$ cat config.mk
export PLATFORM = sky130hd
export DESIGN_NAME = multicycle_controller
export DESIGN_NICKNAME = d
export VERILOG_FILES = /design/src/rtl/riscv_ctrl_pkg.sv /design/src/rtl/multicycle_controller_alu_decoder.sv /design/src/rtl/multicycle_controller.sv
export SDC_FILE = /design/constraint.sdc
export NUM_CORES = 1
export LEC_CHECK = 0
export CORE_MARGIN = 2
export CORE_UTILIZATION = 43
export CTS_CLUSTER_SIZE = 24
export DETAILED_ROUTE_END_ITERATION = 7
export DONT_BUFFER_PORTS = 1
export PLACE_DENSITY = 0.65
export SYNTH_ARGS = -nofsm -noshare
export SYNTH_HDL_FRONTEND = slang
export SYNTH_SLANG_ARGS = --single-unit
$ cat constraint.sdc
create_clock -name clk -period 4.6 [get_ports clk]
set_clock_uncertainty 0.1 [all_clocks]
set_input_delay 0.69 -clock clk [delete_from_list [all_inputs] [get_ports clk]]
set_output_delay 0.69 -clock clk [all_outputs]
set_load 0.02 [all_outputs]
$ cat src/rtl/riscv_ctrl_pkg.sv
// Shared control definitions for the RV32I cores: FSM state encoding,
// opcodes, ALU control codes and a legality check for decoded opcodes.
package riscv_ctrl_pkg;

  typedef enum logic [3:0] {
    S_FETCH    = 4'd0,
    S_DECODE   = 4'd1,
    S_MEMADR   = 4'd2,
    S_MEMREAD  = 4'd3,
    S_MEMWRITE = 4'd4,
    S_MEMWB    = 4'd5,
    S_EXECR    = 4'd6,
    S_EXECI    = 4'd7,
    S_ALUWB    = 4'd8,
    S_BEQ      = 4'd9,
    S_JAL      = 4'd10,
    S_HALT     = 4'd11
  } state_t;

  localparam logic [6:0] OP_LW  = 7'b0000011;
  localparam logic [6:0] OP_SW  = 7'b0100011;
  localparam logic [6:0] OP_R   = 7'b0110011;
  localparam logic [6:0] OP_I   = 7'b0010011;
  localparam logic [6:0] OP_JAL = 7'b1101111;
  localparam logic [6:0] OP_BEQ = 7'b1100011;

  localparam logic [2:0] ALU_ADD = 3'b000;
  localparam logic [2:0] ALU_SUB = 3'b001;
  localparam logic [2:0] ALU_AND = 3'b010;
  localparam logic [2:0] ALU_OR  = 3'b011;
  localparam logic [2:0] ALU_SLT = 3'b101;

  function automatic logic isLegalOp(input logic [6:0] op);
    case (op)
      OP_LW, OP_SW, OP_R, OP_I, OP_JAL, OP_BEQ: isLegalOp = 1'b1;
      default:                                  isLegalOp = 1'b0;
    endcase
  endfunction

endpackage

$ cat src/rtl/multicycle_controller_alu_decoder.sv
// ALU operation decoder: maps the FSM's ALUOp plus instruction fields to an
// ALUControl code. Shared with the pipelined core.
module alu_decoder
  import riscv_ctrl_pkg::*;
(
  input  logic [1:0] aluOp,
  input  logic [2:0] funct3,
  input  logic       opB5,
  input  logic       funct7b5,
  output logic [2:0] aluControl
);

  always_comb begin
    aluControl = ALU_ADD;
    case (aluOp)
      2'b01: aluControl = ALU_SUB;
      2'b10: begin
        case (funct3)
          // Only R-type (op[5]=1) can request sub; addi ignores IR[30]
          3'b000:  aluControl = (opB5 & funct7b5) ? ALU_SUB : ALU_ADD;
          3'b010:  aluControl = ALU_SLT;
          3'b110:  aluControl = ALU_OR;
          3'b111:  aluControl = ALU_AND;
          default: aluControl = ALU_ADD;
        endcase
      end
      default: aluControl = ALU_ADD;
    endcase
  end

endmodule

$ cat src/rtl/multicycle_controller.sv
// Multicycle RV32I control unit: Moore main FSM, immediate-format decode and
// the shared ALU decoder. Reset forces all enables low within the same cycle.
module multicycle_controller
  import riscv_ctrl_pkg::*;
#(
  parameter int ILLEGAL_TRAP = 0
) (
  input  logic       clk,
  input  logic       reset,
  input  logic [6:0] op,
  input  logic [2:0] funct3,
  input  logic       funct7b5,
  input  logic       zero,
  output logic [1:0] ImmSrc,
  output logic [1:0] ALUSrcA,
  output logic [1:0] ALUSrcB,
  output logic [1:0] ResultSrc,
  output logic       AdrSrc,
  output logic [2:0] ALUControl,
  output logic       IRWrite,
  output logic       PCWrite,
  output logic       RegWrite,
  output logic       MemWrite,
  output logic       InstrRetired,
  output logic       IllegalOp
);

  state_t stateReg, stateNext, outState;
  logic [1:0] aluOp;
  logic       branch, pcUpdate, irWriteFsm, regWriteFsm, memWriteFsm;
  logic       retiredFsm, illegalFsm;
  logic       opLegal;

  assign opLegal = isLegalOp(op);

  always_ff @(posedge clk) begin
    if (reset) stateReg <= S_FETCH;
    else       stateReg <= stateNext;
  end

  always_comb begin
    stateNext = stateReg;
    case (stateReg)
      S_FETCH: stateNext = S_DECODE;
      S_DECODE: begin
        case (op)
          OP_LW, OP_SW: stateNext = S_MEMADR;
          OP_R:         stateNext = S_EXECR;
          OP_I:         stateNext = S_EXECI;
          OP_JAL:       stateNext = S_JAL;
          OP_BEQ:       stateNext = S_BEQ;
          default:      stateNext = (ILLEGAL_TRAP != 0) ? S_HALT : S_FETCH;
        endcase
      end
      S_MEMADR:   stateNext = op[5] ? S_MEMWRITE : S_MEMREAD;
      S_MEMREAD:  stateNext = S_MEMWB;
      S_MEMWB:    stateNext = S_FETCH;
      S_MEMWRITE: stateNext = S_FETCH;
      S_EXECR:    stateNext = S_ALUWB;
      S_EXECI:    stateNext = S_ALUWB;
      S_JAL:      stateNext = S_ALUWB;
      S_ALUWB:    stateNext = S_FETCH;
      S_BEQ:      stateNext = S_FETCH;
      S_HALT:     stateNext = S_HALT;
      default:    stateNext = S_FETCH;
    endcase
  end

  // While reset is held the outputs decode as FETCH, even mid-instruction
  assign outState = reset ? S_FETCH : stateReg;

  always_comb begin
    ALUSrcA     = 2'b00;
    ALUSrcB     = 2'b00;
    ResultSrc   = 2'b00;
    AdrSrc      = 1'b0;
    aluOp       = 2'b00;
    branch      = 1'b0;
    pcUpdate    = 1'b0;
    irWriteFsm  = 1'b0;
    regWriteFsm = 1'b0;
    memWriteFsm = 1'b0;
    retiredFsm  = 1'b0;
    illegalFsm  = 1'b0;
    case (outState)
      S_FETCH: begin
        irWriteFsm = 1'b1;
        ALUSrcB    = 2'b10;
        ResultSrc  = 2'b10;
        pcUpdate   = 1'b1;
      end
      S_DECODE: begin
        ALUSrcA    = 2'b01;
        ALUSrcB    = 2'b01;
        illegalFsm = ~opLegal;
        retiredFsm = ~opLegal && (ILLEGAL_TRAP == 0);
      end
      S_MEMADR: begin
        ALUSrcA = 2'b10;
        ALUSrcB = 2'b01;
      end
      S_MEMREAD: AdrSrc = 1'b1;
      S_MEMWRITE: begin
        AdrSrc      = 1'b1;
        memWriteFsm = 1'b1;
        retiredFsm  = 1'b1;
      end
      S_MEMWB: begin
        ResultSrc   = 2'b01;
        regWriteFsm = 1'b1;
        retiredFsm  = 1'b1;
      end
      S_EXECR: begin
        ALUSrcA = 2'b10;
        aluOp   = 2'b10;
      end
      S_EXECI: begin
        ALUSrcA = 2'b10;
        ALUSrcB = 2'b01;
        aluOp   = 2'b10;
      end
      S_ALUWB: begin
        regWriteFsm = 1'b1;
        retiredFsm  = 1'b1;
      end
      S_BEQ: begin
        ALUSrcA    = 2'b10;
        aluOp      = 2'b01;
        branch     = 1'b1;
        retiredFsm = 1'b1;
      end
      S_JAL: begin
        ALUSrcA  = 2'b01;
        ALUSrcB  = 2'b10;
        pcUpdate = 1'b1;
      end
      S_HALT:  illegalFsm = 1'b1;
      default: ;
    endcase
  end

  always_comb begin
    case (op)
      OP_SW:   ImmSrc = 2'b01;
      OP_BEQ:  ImmSrc = 2'b10;
      OP_JAL:  ImmSrc = 2'b11;
      default: ImmSrc = 2'b00;
    endcase
  end

  assign IRWrite      = irWriteFsm  & ~reset;
  assign PCWrite      = (pcUpdate | (branch & zero)) & ~reset;
  assign RegWrite     = regWriteFsm & ~reset;
  assign MemWrite     = memWriteFsm & ~reset;
  assign InstrRetired = retiredFsm  & ~reset;
  assign IllegalOp    = illegalFsm  & ~reset;

  alu_decoder aluDec (
    .aluOp     (aluOp),
    .funct3    (funct3),
    .opB5      (op[5]),
    .funct7b5  (funct7b5),
    .aluControl(ALUControl)
  );

endmodule

* After elaboration in Yosys (flattened, before gate mapping) *
Index checks and enable logic that the tools add are counted.
W data, S select, Z words.

word-level totals
  register bits = 4
  output and inout port bits = 18

operators by class
  eq/ne operators = 29
  mux-type cells = 21
  bitwise gates (word level) = 11
  reductions and logical operators = 14

operators with widths
  kind                  count
  $eq A4 B3 Y1 const B  6
  $eq A4 B4 Y1 const B  6
  $pmux W4 S6           1
  $pmux W4 S5           1
  $eq A4 B2 Y1 const B  4
  $pmux W2 S2           4
  $eq A7 B6 Y1 const B  2
  $eq A7 B7 Y1 const B  2
  $pmux W3 S4           1
  $reduce_or A2 Y1      6
  $and A1 B1 Y1         8
  $eq A4 B1 Y1 const B  2
  $logic_not A4 Y1      2
  $mux W1               8
  $reduce_or A4 Y1      2
  $eq A7 B2 Y1 const B  1
  $eq A7 B5 Y1 const B  1
  $eq A3 B3 Y1 const B  2
  $pmux W2 S3           1
  $pmux W3 S2           1
  $reduce_or A3 Y1      2
  $reduce_or A6 Y1      1
  $mux W4               1
  $pmux W1 S2           2
  other kinds (7)       8

* Longest topological paths before layout *
Gate-level depths: netlist of run 1.

  word-level depth = 6
  depth in mapped cells = 9
  depth with buffers taken out = 7

* Cells and area by module *
A second synthesis of run 1 with hierarchy kept.

unflattened totals
  cell total of the unflattened synthesis = 93
  area, all modules = 669.4 um^2

by module, submodules not included
  module                 instances  cells each  area each (um^2)  sequential area each (um^2)
  multicycle_controller  1          82          573.0             80.1
  alu_decoder            1          11          96.3              0.0

* Worst setup path before layout of run 1 *
Ideal clock, no wire load.

  path type = input to output
  start point = input port reset
  end point = output port ALUControl[1]
  arrival = 1,966 ps
  data required time = 3,810 ps
  setup slack = 1,844 ps
  stages on the path = 5
  cell sequence = clkbuf_1 nor2_1 nand3_1 ha_1 nor3b_1

between the ends
  word-level cells in the longest chain between the ends = 6

RTL lines
  item                                          line                                     RTL
  start: declaration                            multicycle_controller.sv:9               input logic reset,
  $mux W4 *                                     multicycle_controller.sv:70              assign outState = reset ? S_FETCH : stateReg;
  $eq A4 B3 Y1                                  multicycle_controller.sv:85              case (outState)
  $reduce_or A2 Y1 (no source line)             n/a
  $pmux W2 S2 *                                 multicycle_controller.sv:85
  $eq A2 B2 Y1 or $eq A2 B1 Y1 (tied branches)  multicycle_controller_alu_decoder.sv:15  case (aluOp)
  $pmux W3 S2 *                                 multicycle_controller_alu_decoder.sv:15
  end: declaration                              multicycle_controller.sv:19              output logic [2:0] ALUControl,

Every way passes the cells marked *; elsewhere a longest branch is shown, timed or not.

* Final worst setup path of run 1 *
  start point = register stateReg[0]
  end point = output port ALUControl[1]

between the ends
  word-level cells in the longest chain between the ends = 6

RTL lines
  item                                          line                                     RTL
  start: declaration                            multicycle_controller.sv:28              state_t stateReg, stateNext, outState;
  start signal: assignment                      multicycle_controller.sv:38              else stateReg <= stateNext;
  $mux W4 *                                     multicycle_controller.sv:70
  $eq A4 B3 Y1                                  multicycle_controller.sv:85
  $reduce_or A2 Y1 (no source line)             n/a
  $pmux W2 S2 *                                 multicycle_controller.sv:85
  $eq A2 B2 Y1 or $eq A2 B1 Y1 (tied branches)  multicycle_controller_alu_decoder.sv:15
  $pmux W3 S2 *                                 multicycle_controller_alu_decoder.sv:15

Marks and branches as above.

==> impl_results.md, run 1 <==
* Status: finished clean
* Hpwl dp at 1100 um
* Clk Latency, worst-skew pair at 0.24 ns
* Setup TNS at 0 ns
* Hold Fails Final Rpt at 0
* Sink of the worst hold path: stateReg[2]
* Die Ht at 43.3 um
* H-tree depth at 1
* Clock sinks at 4
* Detailed-route via count at 675
* Post-Syn Instances at 95
* WL/cell at 14.1 um
* Diode count at 0
* Critical Path RT at 3.81 ns
* Total power at 115 uW
* Synth cell types at 40
* Fin crit period at ~3.1 ns
* Clock buffer depth at 2
* Max VDD drop at 0.142 mV
* HP Class: in -> reg
* Arr. time, crit path at 2.27 ns
* Resized Gates After CTS at 0
* Core Util, Final at 45.2%
* Critical Path Source Type: register
* Crit Path Class: reg -> out
* Hold Path Depth at 2
* Syn_area_per_cell at 6.99 um^2
* # nets final at 109
* Fin crit share at approximately two thirds
* Setup ws final at 1.54 ns
* Worst slew margin relative to its limit at 51.4%
* Initial Util at 45.2%
* PD cells at 173 nW/um^2
* Port Buf Inserts at 0
* Top-area cell type share of the netlist area at 12.1%
* Dpl ws at 1.81 ns
* GRT overflow at 0
* TritonCTS clock tree: built
* Share of cells above drive strength 1 at 7.69%
* Seq cells post-synth at 4
* Die X at 43.3 um
* Postcts setup bufs at 0
* Top_reg_cell synth: dfxtp_1
* CTS Buf Count at 3
* Fin. max-slew vios at 0
* Fmax at about 0.33 GHz
* FILL cells at 158
* Commonest non-fill, non-tap cells in the layout: a21oi_1, inv_1, nor2_1, and2_1
* First-pass GRT wire length at 2190 um
* RSZ-0062 raised after global routing: no
* Final Setup Violations at 0
* GRT Total Usage at 15.2%
* Largest regs: stateReg x4
* Reg2Reg Depth at 3
* Synth top area cells: dfxtp_1, a21oi_1, and2_1
* Max-cap violations at 0
* Initial DRC count at 21
* Cts-stage hold buffer count at 0
* Detailed Routing Iterations Pass 1 at 4
* Number of synthesized flops with an enable pin at 0
* Initial antenna violation count at 0
* Worst-margin pin slew at 0.722 ns
* Vias in the first global route at 509
* Yosys warns at 0
* Die area at 1880 um^2
* Largest net degree at the start of global routing at 21
* Core region area at between 1000 and 1500 um^2
* R2r setup slk at 3.02 ns
* Worst-path maximum fanout at 18
* Root buffer cell: clkbuf_4
* Seq/Total Area, Yosys at 12.1%
* Final wirelength at about 1500 um
* ANT nets after route at 0
* CTS clock-pin slew for the worst setup and hold paths at 0.04 ns
* Critical Path Sink Type: primary output
* Syn Std Cell Area at 664 um^2
* Flip-flop count of the largest register after layout at 4
* Net count after synthesis at 111
* Fraction of registers with async set or reset after synthesis at 0%
* Most flops, register: stateReg
* IO Count at 32
* Area grow syn2layout at 0%
* Reg-to-Reg End: stateReg[1]
* Placer Congestion at roughly 0.78
* FF-to-FF Start: stateReg[3]
* DRC at 0
* Commonest non-fill, non-tap cell in the layout: a21oi_1
* Min-delay src: op[4]
* Vias per std cell at 6.31
* # rows at 14
* Synth area leader: dfxtp_1
* LEAKAGE at about 0.00027 uW
-- cell usage after synthesis, drive strengths merged, types with 3 or more instances --
cell type	count
nand3	3
and3b	3
inv	7
nor3	4
nor2b	3
a21oi	8
nand4	4
and2	6
buf	6
dfxtp	4
nand2	3
nor2	6
nand2b	4
-- layer usage --
| metal | vias up | share of wire (%) | track usage, % |
|---|---|---|---|
| met1 | 308 | 47 | 21.2 |
| met5 | - | 0 | 0 |
| li1 | 334 | - | - |
| met3 | 3 | 9.1 | 2.13 |
| met2 | 30 | 43 | 22.1 |
| met4 | 0 | 1.5 | 9.09 |
-- area by class of cell --
class | instances | area (um^2) | area share [%]
multi-input combinational | 77 | 515 | 77.6
sequential | 4 | 80.1 | 12.1
inverter | 7 | 26.3 | 3.95
clock buffer | 3 | 22.5 | 3.39
tap | 16 | 20.0 | 3.01
-- where the power goes --
group	internal, uW	total (uW)	switching [uW]
logic	12.1	30.0	18.0
clock network	29.2	43.9	14.7
registers	35.9	40.9	4.94
-- stage by stage --
stage               hold WS (ns)  cell area [um^2]  cells
floorplan                  0.444               664     95
global placement           0.708               642    104
detailed placement         0.724               642    104
CTS                        0.498               664    107
global route               0.499               664    107
finish                     0.504               664    107
-- cell families after synthesis --
kind of cell,synth area share (%)
muxes,3.01
adders and majority gates,3.77
xor gates and xnor gates,3.96
buffers and inverters,10.4
AOI/OAI and AO/OA,23.5
and+or+nand+nor,43.3
DFF,12.1
-- worst max-delay path by stage --
stage	start	endpoint	cells past startpoint
2_1_floorplan	reset	ALUControl[1]	5
3_3_place_gp	stateReg[0]	ALUControl[1]	4
3_5_place_dp	stateReg[0]	ALUControl[1]	4
4_1_cts	stateReg[0]	ALUControl[1]	4
5_1_grt	stateReg[0]	ALUControl[1]	4
6_report	stateReg[0]	ALUControl[1]	4
-- worst max-delay path: stages (launching register included) --
cell     delay, ns
dfxtp_1       0.68
nor2b_1       0.29
nand3_1       0.13
ha_1          0.35
nor3b_1       0.57
No activity file was read; power rests on OpenSTA's default activity.
==> inputs of run 2 (changes only) <==
PLACE_DENSITY = 0.67   (was 0.65)
clock period = 2.75 ns   (was 4.6 ns; I/O delays follow)
==> run 2 against run 1 <==
  * Hold slack worse by 0.25 ns
  * Sequential share of layout area down 1.0 points
  * Sequential power up 50%
  * Register-to-register slack worse by 1.8 ns
  * Cell area grew 9.0%
  * Worst setup slack worse by 1.2 ns
  * Clock power is 71% higher
  * Non-clock buffer count grew 8
==> impl_results.md, run 2 (synthesis gave the netlist of run 1 again) <==
* FILL cells at 158
* CTS Buf Count at 3
* Worst slew margin relative to its limit at 55.9%
* Cts-stage hold buffer count at 0
* Initial Util at 45.2%
* Hold Path Depth at 2
* Fin crit share at 86.1%
* Fmax at 0.422 GHz
* Root buffer cell: clkbuf_4
* Core Util, Final at 49.2%
* Critical Path Sink Type: primary output
* Placer Congestion at ~0.84
* Sw Share at roughly a third
* Largest net degree at the start of global routing at 18
* Fin crit period at 2.37 ns
* Die X at between 40 and 50 um
* ANT nets after route at 0
* PD cells at 276 nW/um^2
* First-pass GRT wire length at 2820 um
* Switching Power at 65.8 uW
* Sequential power share at between 30% and 40%
* Commonest non-fill, non-tap cells in the layout: a21oi_1, buf_4, inv_1
* Clk Latency, worst-skew pair at 0.24 ns
* Most flops, register: stateReg
* Max VDD drop at between 0.15 and 0.2 mV
* Setup TNS at 0 ns
* H-tree depth at 1
* Worst-margin pin slew at 0.656 ns
* Total power at 200 uW
* Critical Path RT at 2.24 ns
* CTS clock-pin slew for the worst setup and hold paths at 0.04 ns
* Clock buffer depth at 2
* Flip-flop count of the largest register after layout at 4
* Logic gate share of total power at 31.7%
* Max-cap violations at 0
* Port Buf Inserts at 0
* Fin. max-slew vios at 0
* Initial DRC count at 32
* Initial antenna violation count at 0
* WL/cell at around 14 um
* GRT Total Usage at 20.1%
* GRT overflow at 0
* Share of cells above drive strength 1 at 15.2%
* Largest regs: stateReg x4
* Detailed Routing Iterations Pass 1 at 4
* Resized Gates After CTS at 0
* Clk network pwr share at 37.5%
* Die area at 1880 um^2
* Final Setup Violations at 0
* Core region area at 1470 um^2
* Hold Fails Final Rpt at 0
* Vias per std cell at between 6 and 7
* Final wirelength at about 1700 um
* # nets final at 117
* Worst-path maximum fanout at 11
* Clock sinks at 4
* LEAKAGE at 0.000313 uW
* Reg2Reg Depth at 4
* Crit Path Class: reg -> out
* Area grow syn2layout at 9.04%
* DRC at 0
* Critical Path Source Type: register
* Postcts setup bufs at 0
* Status: finished clean
* Diode count at 0
* Arr. time, crit path at 1.86 ns
* TritonCTS clock tree: built
* IO Count at 32
* Internal Power at 134 uW
* RSZ-0062 raised after global routing: no
* Hpwl dp at 1290 um
* # rows at 14
* Vias in the first global route at 652
* Die Ht at between 40 and 50 um
* HP Class: in -> reg
* Detailed-route via count at roughly 730
## run 2: cell types whose count changed in the layout (fill, tap and decap cells not counted)
cell	before	now
buf_4	0	8
## run 2: metrics by stage
step | worst slack (ns) | instances | area [um^2] | hold slack [ns]
finish | 0.382 | 115 | 724 | 0.253
global route | 0.211 | 115 | 724 | 0.256
CTS | 0.377 | 115 | 724 | 0.243
detailed placement | 0.652 | 112 | 702 | 0.496
global placement | 0.710 | 112 | 702 | 0.494
floorplan | 0.518 | 95 | 664 | 0.444
## run 2: routing by layer
layer  track usage, %  wire, um  vias up
li1                 -         -      356
met1             26.0       708      335
met2             29.6       766       33
met3             5.11       139        4
met4             12.1        36        0
met5                0         0        -
## run 2: area by class of cell
type	count	area [um^2]	share of cell area [%]
clock buffer	3	22.5	3.11
inverter	7	26.3	3.63
multi-input combinational	77	515	71.2
sequential	4	80.1	11.1
tap	16	20.0	2.76
timing repair buffer	8	60.1	8.29
## run 2: worst max-delay path: stages (launching register included)
cell and delay [ns]:
dfxtp_1 0.39, nor2_1 0.25, nand3_1 0.14, inv_1 0.08
ha_1 0.15, nor2b_1 0.12, o21ai_0 0.08, a21oi_1 0.40
## run 2: power groups by stage
stage	Sequential (uW)	Combinational, uW	Clock [uW]
floorplan	61.5	54.8	0
global placement	62.2	62.0	0
detailed placement	62.4	62.8	0
CTS	61.3	63.0	78.6
global route	61.7	69.4	82.4
finish	61.4	63.3	74.9
## run 2: final timing paths
check	startpoint	endpoint	slack (ns)
max reg2reg	stateReg[1]	stateReg[2]	1.27
max	stateReg[3]	ALUControl[0]	0.38
min reg2reg	stateReg[0]	stateReg[3]	0.55
min	op[4]	stateReg[2]	0.25
==> inputs of run 3 (changes only) <==
CORE_UTILIZATION = 25   (was 43)
PLACE_DENSITY = 0.47   (was 0.67)
==> run 3 against run 2 <==
  * Hold slack better by 0.012 ns
  * Flip-flop and latch count unchanged
  * First-iteration DRC count down 72%
  * Non-clock buffer count down 1
  * Critical path depth unchanged
  * Register-to-register slack worse by 0.04 ns
  * Combinational power about the same
  * Final cell count up 11%
  * Largest cell class unchanged
  * Cell area up 1.4%
==> impl_results.md, run 3 (synthesis gave the netlist of run 1 again) <==
* Status: finished clean
* PD cells at 267 nW/um^2
* Hold Fails Final Rpt at 0
* Final Non-Filler Cells at 128
* Postcts setup bufs at 0
* Fmax at 0.401 GHz
* Root buffer cell: clkbuf_4
* Hold_ws at 0.266 ns
* Clk Latency, worst-skew pair at 0.23 ns
* GRT Total Usage at 11.7%
* Initial Util at 26.6%
* Port Buf Inserts at 0
* Final wirelength at 1770 um
* Worst slew margin relative to its limit at between 50% and 60%
* CP top delay family: simple AND/OR/NAND/NOR gates
* Fin. max-slew vios at 0
* GRT overflow at 0
* FILL cells at 286
* Diode count at 0
* WL/cell at 13.8 um
* Share of cells above drive strength 1 at 14.3%
* # nets final at 116
* Critical Path Sink Type: primary output
* Cts-stage hold buffer count at 0
* Fin crit period at 2.49 ns
* Most flops, register: stateReg
* Clock buffer depth at 2
* Area grow syn2layout at 10.5%
* ANT nets after route at 0
* Setup ws final at 0.257 ns
* Max-cap violations at 0
* Critical Path, Cell by Cell: nor2_1, nand3_1, inv_1, ha_1, nor2b_1, o21ai_0, a21oi_1
* Crit Path Class: reg -> out
* First-pass GRT wire length at 2990 um
* WP buf/inv at 1
* Setup TNS at 0 ns
* IO Count at 32
* Initial DRC count at 9
* Arr. time, crit path at about 2.0 ns
* H-tree depth at 1
* Hpwl dp at 1380 um
* CTS Buf Count at 3
* Die Ht at about 56 um
* Fin crit share at 90.6%
* Die X at 55.6 um
* # rows at 18
* Core region area at between 2000 and 2500 um^2
* Commonest non-fill, non-tap cell in the layout: a21oi_1
* Vias in the first global route at 665
* Detailed Routing Iterations Pass 1 at 4
* CTS clock-pin slew for the worst setup and hold paths at ~0.040 ns
* Clock sinks at 4
* Vias per std cell at 5.27
* Die area at 3090 um^2
* HP Class: in -> reg
* Flip-flop count of the largest register after layout at 4
* Initial antenna violation count at 0
* Resized Gates After CTS at 0
* Worst-margin pin slew at 0.637 ns
* Dpl ws at 0.486 ns
* DRC at 0
* Largest regs: stateReg x4
* Placer Congestion at ~0.78
* TritonCTS clock tree: built
* DP Cell Count at between 100 and 150
* Largest net degree at the start of global routing at 21
* Commonest non-fill, non-tap cells in the layout: a21oi_1, inv_1, buf_4
* LEAKAGE at slightly above 0.0003 uW
* Critical Path RT at 2.24 ns
* RSZ-0062 raised after global routing: no
* Worst-path maximum fanout at 20
* Detailed-route via count at 674
* Final Setup Violations at 0
* Crit path max-delay cell type: dfxtp_1
* Critical Path Source Type: register
* Max VDD drop at between 0.15 and 0.2 mV
* Largest stage delay, worst path at 0.49 ns
## run 3: cell count changes in the layout (fill, tap and decap cells not counted), sizes merged
cell,delta
buf,-1
## run 3: through the flow
step	total power, uW	area (um^2)	utilization [%]
floorplan	116	664	-
global placement	126	712	28.5
detailed placement	126	712	28.5
CTS	201	734	29.4
global route	210	734	29.4
finish	196	734	29.4
## run 3: cell type report
class                      instances  area (um^2)  area share (%)
inverter                           7         26.3            3.58
clock buffer                       3         22.5            3.07
sequential                         4         80.1            10.9
tap                               30         37.5            5.11
multi-input combinational         77          515            70.2
timing repair buffer               7         52.6            7.16
## run 3: path summary, 6_finish.rpt
kind / endpoint / startpoint / cells after the start / slack (ns)
min: stateReg[2] / op[4] / 2 / 0.27
max: ALUControl[0] / stateReg[3] / 7 / 0.26
max reg2reg: stateReg[1] / stateReg[3] / 3 / 1.23
min reg2reg: stateReg[3] / stateReg[0] / 3 / 0.55
## run 3: report_power, final
part / switching (uW) / internal (uW)
logic: 38.6 / 24.5
registers: 1.74 / 60.1
clock network: 22.3 / 48.7
## run 3: worst register-to-register path: cells and delay by family (launching register included)
kind	cells	cell delay (ns)
AOI/OAI and AO/OA	3	0.59
DFF	1	0.70
## run 3: metal layers
| metal | track usage (%) | up-vias | wire [um] |
|---|---|---|---|
| li1 | - | 348 | - |
| met1 | 15.1 | 302 | 825 |
| met2 | 18.7 | 24 | 819 |
| met3 | 3.51 | 0 | 124 |
| met4 | 3.14 | 0 | 0 |
| met5 | 0 | - | 0 |
